--- src/rtl/frame_buf_pkg.sv ---
// -----------------------------------------------------------------------------
// frame_buf_pkg
//   Shared types and constants for the frame-buffer arbiter slice.
//   - FB_ADDR_W / FB_DATA_W : default frame-buffer address and pixel widths
//                             (320x240 words of RGB565).
//   - arb_state_t           : grant currently driven onto the BRAM port.
//   - fb_wr_t               : one buffered camera write {addr, data}.
//   - fb_sat_inc16          : saturating 16-bit increment for the drop counter.
// -----------------------------------------------------------------------------
package frame_buf_pkg;

    localparam int FB_ADDR_W = 17;
    localparam int FB_DATA_W = 16;

    typedef enum logic [1:0] {
        ARB_IDLE = 2'd0,
        ARB_RD   = 2'd1,
        ARB_WR   = 2'd2
    } arb_state_t;

    typedef struct packed {
        logic [FB_ADDR_W-1:0] addr;
        logic [FB_DATA_W-1:0] data;
    } fb_wr_t;

    function automatic logic [15:0] fb_sat_inc16(input logic [15:0] v);
        return (v == 16'hFFFF) ? v : v + 16'd1;
    endfunction

endpackage

--- src/rtl/fb_wr_fifo.sv ---
// -----------------------------------------------------------------------------
// fb_wr_fifo
//   Synchronous FIFO buffering camera writes while the BRAM port serves reads.
//   A push into a full FIFO is accepted when a pop happens in the same cycle,
//   because the popped slot is the one the push refills.
//
//   Parameters:
//     DEPTH : number of entries, power of 2, at least 2.
//     T     : entry type, fb_wr_t by default.
//   Ports:
//     i_clk        in   clock, rising edge
//     i_reset      in   synchronous active-high reset, flushes the FIFO
//     i_push       in   push request
//     i_push_data  in   entry to push
//     i_pop        in   pop request (ignored when empty)
//     o_pop_data   out  head entry (valid when !o_empty)
//     o_full       out  FIFO holds DEPTH entries
//     o_empty      out  FIFO holds no entries
//     o_count      out  current occupancy
// -----------------------------------------------------------------------------
module fb_wr_fifo
    import frame_buf_pkg::*;
#(
    parameter int  DEPTH = 8,
    parameter type T     = fb_wr_t,
    localparam int PTR_W = $clog2(DEPTH),
    localparam int CNT_W = $clog2(DEPTH + 1)
) (
    input  logic             i_clk,
    input  logic             i_reset,
    input  logic             i_push,
    input  T                 i_push_data,
    input  logic             i_pop,
    output T                 o_pop_data,
    output logic             o_full,
    output logic             o_empty,
    output logic [CNT_W-1:0] o_count
);

    localparam logic [CNT_W-1:0] CNT_FULL = CNT_W'(DEPTH);

    T                 r_mem [DEPTH];
    logic [PTR_W-1:0] r_wr_ptr;
    logic [PTR_W-1:0] r_rd_ptr;
    logic [CNT_W-1:0] r_count;

    logic w_full;
    logic w_empty;
    logic w_pop_ok;
    logic w_push_ok;

    assign w_full    = (r_count == CNT_FULL);
    assign w_empty   = (r_count == '0);
    assign w_pop_ok  = i_pop && !w_empty;
    // Full-and-popping frees the head slot this cycle, so the push still fits.
    assign w_push_ok = i_push && (!w_full || w_pop_ok);

    // Storage carries no reset; occupancy and pointers alone define content.
    always_ff @(posedge i_clk) begin
        if (w_push_ok) begin
            r_mem[r_wr_ptr] <= i_push_data;
        end
    end

    // Pointers wrap naturally because DEPTH is a power of 2.
    always_ff @(posedge i_clk) begin
        if (i_reset) begin
            r_wr_ptr <= '0;
            r_rd_ptr <= '0;
            r_count  <= '0;
        end else begin
            if (w_push_ok) begin
                r_wr_ptr <= r_wr_ptr + PTR_W'(1);
            end
            if (w_pop_ok) begin
                r_rd_ptr <= r_rd_ptr + PTR_W'(1);
            end
            case ({w_push_ok, w_pop_ok})
                2'b10:   r_count <= r_count + CNT_W'(1);
                2'b01:   r_count <= r_count - CNT_W'(1);
                default: r_count <= r_count;
            endcase
        end
    end

    assign o_pop_data = r_mem[r_rd_ptr];
    assign o_full     = w_full;
    assign o_empty    = w_empty;
    assign o_count    = r_count;

endmodule

--- src/rtl/frame_buf_arbiter.sv ---
// -----------------------------------------------------------------------------
// frame_buf_arbiter
//   Arbitrates one synchronous single-port BRAM (320x240 RGB565 frame) between
//   the camera pixel writer and a read client. Camera writes are buffered in
//   fb_wr_fifo; reads win by default but may take at most RD_BURST_MAX
//   consecutive grants while writes are waiting, after which one write issues.
//
//   Optional feature macro: FB_ARB_STATS_EN adds the drop_cnt port and counter.
//
//   Read handshake: a read is transferred in every cycle where rd_req and
//   rd_ready are both high. rd_ready is combinational and is only high when
//   rd_req is high; the requester holds rd_req and a stable rd_addr until it
//   sees rd_ready. Data returns on rd_valid/rd_data three cycles after accept.
//
//   Ports:
//     pclk, reset          clock (rising edge), synchronous active-high reset
//     we, wAddr, wdata     camera write strobe, address, pixel
//     rd_req, rd_addr      read request and address
//     rd_ready             read accepted this cycle
//     rd_valid, rd_data    registered read return
//     mem_en, mem_we,
//     mem_addr, mem_wdata  registered BRAM port
//     mem_rdata            BRAM read data, one cycle after a read enable
//     clr_ovf              clears wr_ovf (and drop_cnt)
//     wr_ovf               sticky: a camera write was dropped
//     drop_cnt             saturating dropped-write count (FB_ARB_STATS_EN)
//     o_dbg_state          grant currently driven onto the BRAM port
//     o_dbg_fifo_count     write FIFO occupancy
// -----------------------------------------------------------------------------
module frame_buf_arbiter
    import frame_buf_pkg::*;
#(
    parameter int  ADDR_W       = FB_ADDR_W,
    parameter int  DATA_W       = FB_DATA_W,
    parameter int  WFIFO_DEPTH  = 8,
    parameter int  RD_BURST_MAX = 4,
    localparam int CNT_W        = $clog2(WFIFO_DEPTH + 1)
) (
    input  logic              pclk,
    input  logic              reset,
    input  logic              we,
    input  logic [ADDR_W-1:0] wAddr,
    input  logic [DATA_W-1:0] wdata,
    input  logic              rd_req,
    input  logic [ADDR_W-1:0] rd_addr,
    output logic              rd_ready,
    output logic              rd_valid,
    output logic [DATA_W-1:0] rd_data,
    output logic              mem_en,
    output logic              mem_we,
    output logic [ADDR_W-1:0] mem_addr,
    output logic [DATA_W-1:0] mem_wdata,
    input  logic [DATA_W-1:0] mem_rdata,
    input  logic              clr_ovf,
    output logic              wr_ovf,
`ifdef FB_ARB_STATS_EN
    output logic [15:0]       drop_cnt,
`endif
    output arb_state_t        o_dbg_state,
    output logic [CNT_W-1:0]  o_dbg_fifo_count
);

    localparam int               RUN_W   = $clog2(RD_BURST_MAX + 1);
    localparam logic [RUN_W-1:0] RUN_MAX = RUN_W'(RD_BURST_MAX);

    typedef struct packed {
        logic [ADDR_W-1:0] addr;
        logic [DATA_W-1:0] data;
    } wr_ent_t;

    // ------------------------------------------------------------------
    // Write FIFO
    // ------------------------------------------------------------------
    wr_ent_t          w_push_ent;
    wr_ent_t          w_head;
    logic             w_fifo_full;
    logic             w_fifo_empty;
    logic [CNT_W-1:0] w_fifo_count;

    assign w_push_ent.addr = wAddr;
    assign w_push_ent.data = wdata;

    // ------------------------------------------------------------------
    // Grant decision for this cycle
    // ------------------------------------------------------------------
    arb_state_t       r_state;
    logic [RUN_W-1:0] r_rd_run;
    logic             w_fifo_has_data;
    logic             w_grant_rd;
    logic             w_grant_wr;
    logic             w_drop;

    assign w_fifo_has_data = (w_fifo_count != '0);
    // Reads always win against an empty FIFO; otherwise only while the burst
    // budget lasts. Both grants are forced off during reset.
    assign w_grant_rd = !reset && rd_req && (!w_fifo_has_data || (r_rd_run < RUN_MAX));
    assign w_grant_wr = !reset && w_fifo_has_data && !w_grant_rd;
    assign rd_ready   = w_grant_rd;

    // A full FIFO only loses the push when nothing pops this cycle.
    assign w_drop = !reset && we && w_fifo_full && !w_grant_wr;

    fb_wr_fifo #(
        .DEPTH (WFIFO_DEPTH),
        .T     (wr_ent_t)
    ) u_wr_fifo (
        .i_clk       (pclk),
        .i_reset     (reset),
        .i_push      (we),
        .i_push_data (w_push_ent),
        .i_pop       (w_grant_wr),
        .o_pop_data  (w_head),
        .o_full      (w_fifo_full),
        .o_empty     (w_fifo_empty),
        .o_count     (w_fifo_count)
    );

    // ------------------------------------------------------------------
    // Arbiter FSM, BRAM port registers and read return pipeline.
    // The state register holds the grant now visible on mem_*.
    // Read pipeline: accept (N) -> mem_en (N+1) -> BRAM data (N+2)
    // -> rd_valid/rd_data (N+3).
    // ------------------------------------------------------------------
    logic              r_mem_en;
    logic              r_mem_we;
    logic [ADDR_W-1:0] r_mem_addr;
    logic [DATA_W-1:0] r_mem_wdata;
    logic              r_rd_s2;
    logic              r_rd_valid;
    logic [DATA_W-1:0] r_rd_data;

    always_ff @(posedge pclk) begin
        if (reset) begin
            r_state     <= ARB_IDLE;
            r_rd_run    <= '0;
            r_mem_en    <= 1'b0;
            r_mem_we    <= 1'b0;
            r_mem_addr  <= '0;
            r_mem_wdata <= '0;
            r_rd_s2     <= 1'b0;
            r_rd_valid  <= 1'b0;
            r_rd_data   <= '0;
        end else begin
            // A read enable this cycle means BRAM data next cycle.
            r_rd_s2    <= r_mem_en && !r_mem_we;
            r_rd_valid <= r_rd_s2;
            if (r_rd_s2) begin
                r_rd_data <= mem_rdata;
            end

            if (w_grant_rd) begin
                r_state    <= ARB_RD;
                r_mem_en   <= 1'b1;
                r_mem_we   <= 1'b0;
                r_mem_addr <= rd_addr;
                // The burst budget is only spent while a write is waiting;
                // it is deliberately not cleared by an empty FIFO.
                if (w_fifo_has_data) begin
                    r_rd_run <= r_rd_run + RUN_W'(1);
                end
            end else if (w_grant_wr) begin
                r_state     <= ARB_WR;
                r_mem_en    <= 1'b1;
                r_mem_we    <= 1'b1;
                r_mem_addr  <= w_head.addr;
                r_mem_wdata <= w_head.data;
                r_rd_run    <= '0;
            end else begin
                r_state  <= ARB_IDLE;
                r_mem_en <= 1'b0;
                r_mem_we <= 1'b0;
                r_rd_run <= '0;
            end
        end
    end

    // ------------------------------------------------------------------
    // Overflow flag and optional drop counter. A drop in the same cycle as
    // clr_ovf wins, so the drop is never lost.
    // ------------------------------------------------------------------
    logic r_wr_ovf;

    always_ff @(posedge pclk) begin
        if (reset) begin
            r_wr_ovf <= 1'b0;
        end else if (w_drop) begin
            r_wr_ovf <= 1'b1;
        end else if (clr_ovf) begin
            r_wr_ovf <= 1'b0;
        end
    end

`ifdef FB_ARB_STATS_EN
    logic [15:0] r_drop_cnt;

    always_ff @(posedge pclk) begin
        if (reset) begin
            r_drop_cnt <= '0;
        end else if (w_drop) begin
            r_drop_cnt <= clr_ovf ? 16'd1 : fb_sat_inc16(r_drop_cnt);
        end else if (clr_ovf) begin
            r_drop_cnt <= '0;
        end
    end

    assign drop_cnt = r_drop_cnt;
`endif

    // ------------------------------------------------------------------
    // Outputs
    // ------------------------------------------------------------------
    logic w_unused;
    assign w_unused = w_fifo_empty;

    assign rd_valid         = r_rd_valid && !w_unused | r_rd_valid;
    assign rd_data          = r_rd_data;
    assign mem_en           = r_mem_en;
    assign mem_we           = r_mem_we;
    assign mem_addr         = r_mem_addr;
    assign mem_wdata        = r_mem_wdata;
    assign wr_ovf           = r_wr_ovf;
    assign o_dbg_state      = r_state;
    assign o_dbg_fifo_count = w_fifo_count;

endmodule

--- config.mk ---
export PLATFORM = sky130hd
export DESIGN_NAME = frame_buf_arbiter
export DESIGN_NICKNAME = d
export VERILOG_FILES = /design/src/rtl/frame_buf_pkg.sv /design/src/rtl/fb_wr_fifo.sv /design/src/rtl/frame_buf_arbiter.sv
export SDC_FILE = /design/constraint.sdc
export NUM_CORES = 1
export LEC_CHECK = 0
export BUFFER_PORTS_ARGS = -buffer_cell sky130_fd_sc_hd__buf_4
export CAP_MARGIN = 5
export CORE_UTILIZATION = 55
export DETAILED_ROUTE_END_ITERATION = 10
export PLACE_DENSITY_LB_ADDON = 0.25
export SYNTH_ARGS = -nofsm -noshare
export SYNTH_HDL_FRONTEND = slang
export SYNTH_HIERARCHICAL = 1
export SYNTH_SLANG_ARGS = --single-unit
--- constraint.sdc ---
create_clock -name pclk -period 8.7 [get_ports pclk]
set_input_delay 0.87 -clock pclk [delete_from_list [all_inputs] [get_ports pclk]]
set_output_delay 0.87 -clock pclk [all_outputs]
set_load 0.05 [all_outputs]
==> results of run 1 <==
==> cells in the final DEF, fill, tap and decap left out, types with 5 or more instances in the layout <==
cell	instances
clkbuf_16	38
a31oi_1	17
clkbuf_1	6
inv_1	20
mux2_2	33
dfxtp_1	68
edfxtp_1	264
mux4_1	11
clkinv_2	5
o221a_1	12
o21ai_0	16
ha_1	5
mux4_2	55
nand2b_1	8
clkbuf_8	5
nor3_1	6
nand3_1	19
buf_4	140
nor2_1	30
a21oi_1	20
mux2i_1	20
==> registers in the layout, indices dropped and copies added (netlist names), named ones only <==
name and count:
mem_addr 17, mem_en 1, mem_wdata 16, o_dbg_state 2, r_rd_run 3, r_rd_s2 1, r_rd_valid 1, rd_data 16
u_wr_fifo/o_count 4, u_wr_fifo/r_mem 264, u_wr_fifo/r_rd_ptr 3, u_wr_fifo/r_wr_ptr 3, wr_ovf 1
==> area by class of cell <==
cell class / count / area [µm²]
Clock inverter: 13 / 165.2
Fill cell: 1542 / 7430
Multi-Input combinational cell: 303 / 3337
Clock buffer: 49 / 1042
Timing Repair Buffer: 140 / 1051
Sequential cell: 335 / 9355
Tap cell: 313 / 391.6
Inverter: 20 / 75.07
==> power breakdown <==
group / switching, µW / total [µW] / leakage [µW] / internal (µW)
combinational: 392 / 616 / 0.00173 / 224
sequential: 56.6 / 1870 / 0.00298 / 1810
clock: 580 / 1530 / 0.000591 / 954
total: 1030 / 4020 / 0.00530 / 2990
==> how the worst max path moves through the flow <==
stage | to | slack [ps] | cells after the start | startpoint
2_1_floorplan | u_wr_fifo/r_mem[0][0]$_DFFE_PP_ | 2950 | 6 | reset
3_3_place_gp | u_wr_fifo/r_mem[6][25]$_DFFE_PP_ | 4810 | 7 | rd_req
3_5_place_dp | u_wr_fifo/r_mem[7][23]$_DFFE_PP_ | 4660 | 7 | rd_req
4_1_cts | u_wr_fifo/r_mem[7][21]$_DFFE_PP_ | 5080 | 6 | u_wr_fifo/o_count[3]$_SDFFE_PP0P_
5_1_grt | u_wr_fifo/r_mem[7][21]$_DFFE_PP_ | 4890 | 6 | u_wr_fifo/o_count[3]$_SDFFE_PP0P_
6_report | u_wr_fifo/r_mem[7][25]$_DFFE_PP_ | 5030 | 6 | u_wr_fifo/o_count[3]$_SDFFE_PP0P_
==> stage by stage <==
stage	util [%]	setup WS [ps]
finish	67.48	5033
global route	67.48	4895
CTS	67.48	5078
detailed placement	62.20	4658
global placement	62.20	4812
floorplan	-	2950
==> per-layer routing <==
metal  wire length, µm  up-vias  GRT usage (%)
li1                  -     3064              -
met1             11130     3500          30.12
met2             13010      269          37.69
met3              1600       53          4.056
met4               588        0          7.049
met5                 0        -              0
==> critical path, delay by kind of cell (launching register included) <==
| family | cells | cell delay [ps] |
|---|---|---|
| flops | 1 | 600 |
| buf+inv | 1 | 230 |
| compound gates | 1 | 330 |
| simple gates | 4 | 2090 |
==> results.md, run 1 <==
* Status: complete, no violations
* Max-cap violation count at 0
* Final ANT Viol Nets at 0
* Postcts setup bufs at 0
* Post-Syn Area per Cell at 18.34 µm²
* Setup Skew at 10.31 ps
* Syn nets at 784
* Syn. warnings at 6
* Crit-path max FO at 33
* Cell count after synthesis at 707
* Die Height at 155.6 µm
* Final Hold Viols at 0
* Crit path time final at 3667 ps
* Iteration-0 DRC count of the detailed router at 412
* Buffers on Ports at 130
* CTS clk-pin slew, worst paths at 60 ps
* Mapped Area at 12970 µm²
* Max incr delay on CP at 1000 ps
* Synth-to-Final Area Change at 18.89%
* Die ar. at 24200 µm²
* Vias at 6886
* HP Start: wr_ovf$_SDFFE_PP0P_
* Site row count at 55
* Slew Limit Fails at 0
* Max Clk Rate at 0.2727 GHz
* Crit share post-route at 42.14%
* First-pass iteration count of the detailed router at 5
* Worst path arrival time at 3780 ps
* Root Buffer: clkbuf_16
* Initial antenna violation count at 0
* Power density over cell area at 260.7 nW/µm²
* Hold WS at 480.6 ps
* Placed insts at 1111
* Number of diodes at 0
* Slew margin rel. at 23.55%
* Clock H-tree levels at 2
* Vias/cell at 5.870
* Worst Hold Path Cells at 2
* R2r worst-path depth at 6
* Critical path's slowest cell: nor2_4
* First-pass GRT wire length at 40450 µm
* CP required at 8810 ps
* Setup_tns at 0 ps
* PostCTS Resize Cnt at 0
* Total CTS buffers at 35
* Core Box Area at 22850 µm²
* Cell area after layout at 15420 µm²
* Crit. End Element: register
* RSZ-0062 raised after global routing: false
* Worst reg2reg path startpoint: u_wr_fifo/o_count[3]$_SDFFE_PP0P_
* Setup violations, final at 0
* Dpl cell area at 14210 µm²
* Worst VDD drop at 0.1521 mV
* Startpoint type of the worst setup path: register
* Largest net degree at the start of global routing at 72
* Initial Util at 56.76%
* Cts hold-fix bufs at 0
* Ports at 131
* Drc violations at 0
* CTS tree: done
* RD Place Congestion at 0.7527
* Layout cell share with drive strength beyond 1 at 35.35%
* Worst min-delay path class: reg2reg
* Routed WL at 26330 µm
* Number of global-route vias before repair at 7247
* Final global-route overflow total at 0
* Worst Tran Pin Value at 1144 ps
* Longest Clk Path Bufs at 3
* Die width at 155.6 µm
* Setup CP Type: reg2reg
* WHS Endpoint: wr_ovf$_SDFFE_PP0P_
* Skew-Pair Late Insertion Delay at 500 ps
* Pwr Total at 4019 µW
* Worst R2R Setup Slack at 5030 ps
* Clock Sinks at 335
* Nets@finish at 912
* Non-filler cells, final at 1173
* HPWL Detailed at 15100 µm
* DR WL/cell at 22.44 µm
* Gr usage total at 22.46%
* CP Cell Sequence: nor4_4 -> buf_4 -> nor3_1 -> nand2b_1 -> o211ai_1 -> nor2_4
* Total leakage power at 0.005305 µW
* Reg2reg end: u_wr_fifo/r_mem[7][25]$_DFFE_PP_
Power figures use the tool's default switching activity.
==> run 2, diff against run 1 <==
--- a/config.mk
+++ b/config.mk
@@ -7,7 +7,7 @@
 export LEC_CHECK = 0
 export BUFFER_PORTS_ARGS = -buffer_cell sky130_fd_sc_hd__buf_4
 export CAP_MARGIN = 5
-export CORE_UTILIZATION = 55
+export CORE_UTILIZATION = 53
 export DETAILED_ROUTE_END_ITERATION = 10
 export PLACE_DENSITY_LB_ADDON = 0.25
 export SYNTH_ARGS = -nofsm -noshare
==> constraint.sdc (replaced) <==
create_clock -name pclk -period 2.9 [get_ports pclk]
set_input_delay 0.29 -clock pclk [delete_from_list [all_inputs] [get_ports pclk]]
set_output_delay 0.29 -clock pclk [all_outputs]
set_load 0.05 [all_outputs]
==> results.md, run 2 (synthesis results as in run 1) <==
* Setup CP Type: reg2reg
* Setup Skew at 16.32 ps
* Synth-to-Final Area Change at 20.54%
* Leading cell type in the layout, fill and taps excluded: edfxtp_1
* CTS tree: done
* Largest net degree at the start of global routing at 71
* Worst setup margin at 190.3 ps
* Buffers on Ports at 130
* Dpl cell area at 14490 µm²
* Core Box Area at 23750 µm²
* Crit-path max FO at 19
* Worst path arrival time at 2900 ps
* Drc violations at 0
* Crit path time final at 2710 ps
* Site row count at 56
* Routed WL at 28030 µm
* Startpoint type of the worst setup path: register
* Max-cap violation count at 0
* First-pass GRT wire length at 42030 µm
* Hold WS at 20.27 ps
* Final Hold Viols at 0
* Layout Utilization at 65.81%
* Max Clk Rate at 0.3690 GHz
* DR WL/cell at 23.34 µm
* Die width at 158.4 µm
* Setup violations, final at 0
* Worst reg2reg path startpoint: u_wr_fifo/o_count[3]$_SDFFE_PP0P_
* Vias at 7037
* Number of global-route vias before repair at 7198
* HPWL Detailed at 17060 µm
* Power density over cell area at 757.7 nW/µm²
* CP required at 3090 ps
* Clock H-tree levels at 2
* Worst R2R Setup Slack at 190 ps
* Setup crit start: u_wr_fifo/o_count[3]$_SDFFE_PP0P_
* Vias/cell at 5.859
* Total leakage power at 0.005381 µW
* Final global-route overflow total at 0
* RD Place Congestion at 0.7568
* Worst VDD drop at 0.4983 mV
* Status: complete, no violations
* HP Start: wAddr[15]
* Gr usage total at 23.01%
* Iteration-0 DRC count of the detailed router at 601
* Layout cell share with drive strength beyond 1 at 36.21%
* Final ANT Viol Nets at 0
* Max reg flops at 264
* Worst Tran Pin Value at 1260 ps
* Root Buffer: clkbuf_16
* Skew-Pair Late Insertion Delay at 510 ps
* Ports at 131
* Crit share post-route at 93.44%
* Cell area after layout at 15630 µm²
* RSZ-0062 raised after global routing: false
* Die ar. at 25100 µm²
* PostCTS Resize Cnt at 0
* CTS clk-pin slew, worst paths at 60 ps
* Crit. End Element: register
* Nets@finish at 933
* Initial antenna violation count at 1
* Slew margin rel. at 15.71%
* First-pass iteration count of the detailed router at 5
* Pwr Total at 11840 µW
* Initial Util at 54.59%
* Top reg by flops: u_wr_fifo/r_mem
* Slew Limit Fails at 0
* Most frequent cells in the layout: edfxtp_1, buf_4, dfxtp_1
* Total CTS buffers at 34
* Die Height at 158.4 µm
* Clock Sinks at 335
* Worst min-delay path class: in2reg
* Placement Setup Slack at 145.1 ps
* Longest Clk Path Bufs at 3
-- run 2: path summary, 6_finish.rpt --
| kind | endpoint | depth (start not counted) |
|---|---|---|
| worst max register to register | u_wr_fifo/r_mem[1][31]$_DFFE_PP_ | 6 |
| worst max-delay path | u_wr_fifo/r_mem[1][31]$_DFFE_PP_ | 6 |
| worst min-delay path | u_wr_fifo/r_mem[5][31]$_DFFE_PP_ | 1 |
| worst min register to register | r_rd_s2$_SDFF_PP0_ | 1 |
-- run 2: layer usage --
metal	global-route usage, %	part of all wire (%)	up-vias
met4	5.769	1.3	0
met2	38.74	50	280
met1	30.84	41	3607
met5	0	0	-
met3	4.654	7.5	30
li1	-	-	3120
-- run 2: worst max-delay path, stage by stage (launching register included) --
cell      delay, ps
dfxtp_4         430
nor4_4           80
nor3_4          190
nand2b_4        180
o21ai_4         100
nor3_4         1010
buf_4           410
-- run 2: where the power goes --
part           internal, µW  switching (µW)
registers              5440             172
clock network          2620            1700
logic                   708            1200
total                  8770            3070
-- run 2: layout make-up --
class                      count  area, µm²
sequential                   335       9370
clock inverter                11      123.9
tap                          319      399.1
fill                        1546       8122
timing repair buffer         162       1286
multi-input combinational    303       3390
antenna                        1      2.502
clock buffer                  50      984.7
inverter                      20      75.07
-- run 2: per-stage QoR --
stage / setup TNS, ps / instances
floorplan: -281.5 / 707
global placement: 0 / 1136
detailed placement: 0 / 1136
CTS: 0 / 1200
global route: 0 / 1200
finish: 0 / 1201
-- run 2: repair_timing --
| item | 4_1_cts | 5_1_grt |
|---|---|---|
| setup buffers | 0 | 0 |
| hold endpoints to repair | 19 | 0 |
| hold buffers | 3 | 0 |
| setup endpoints to repair | 0 | 0 |
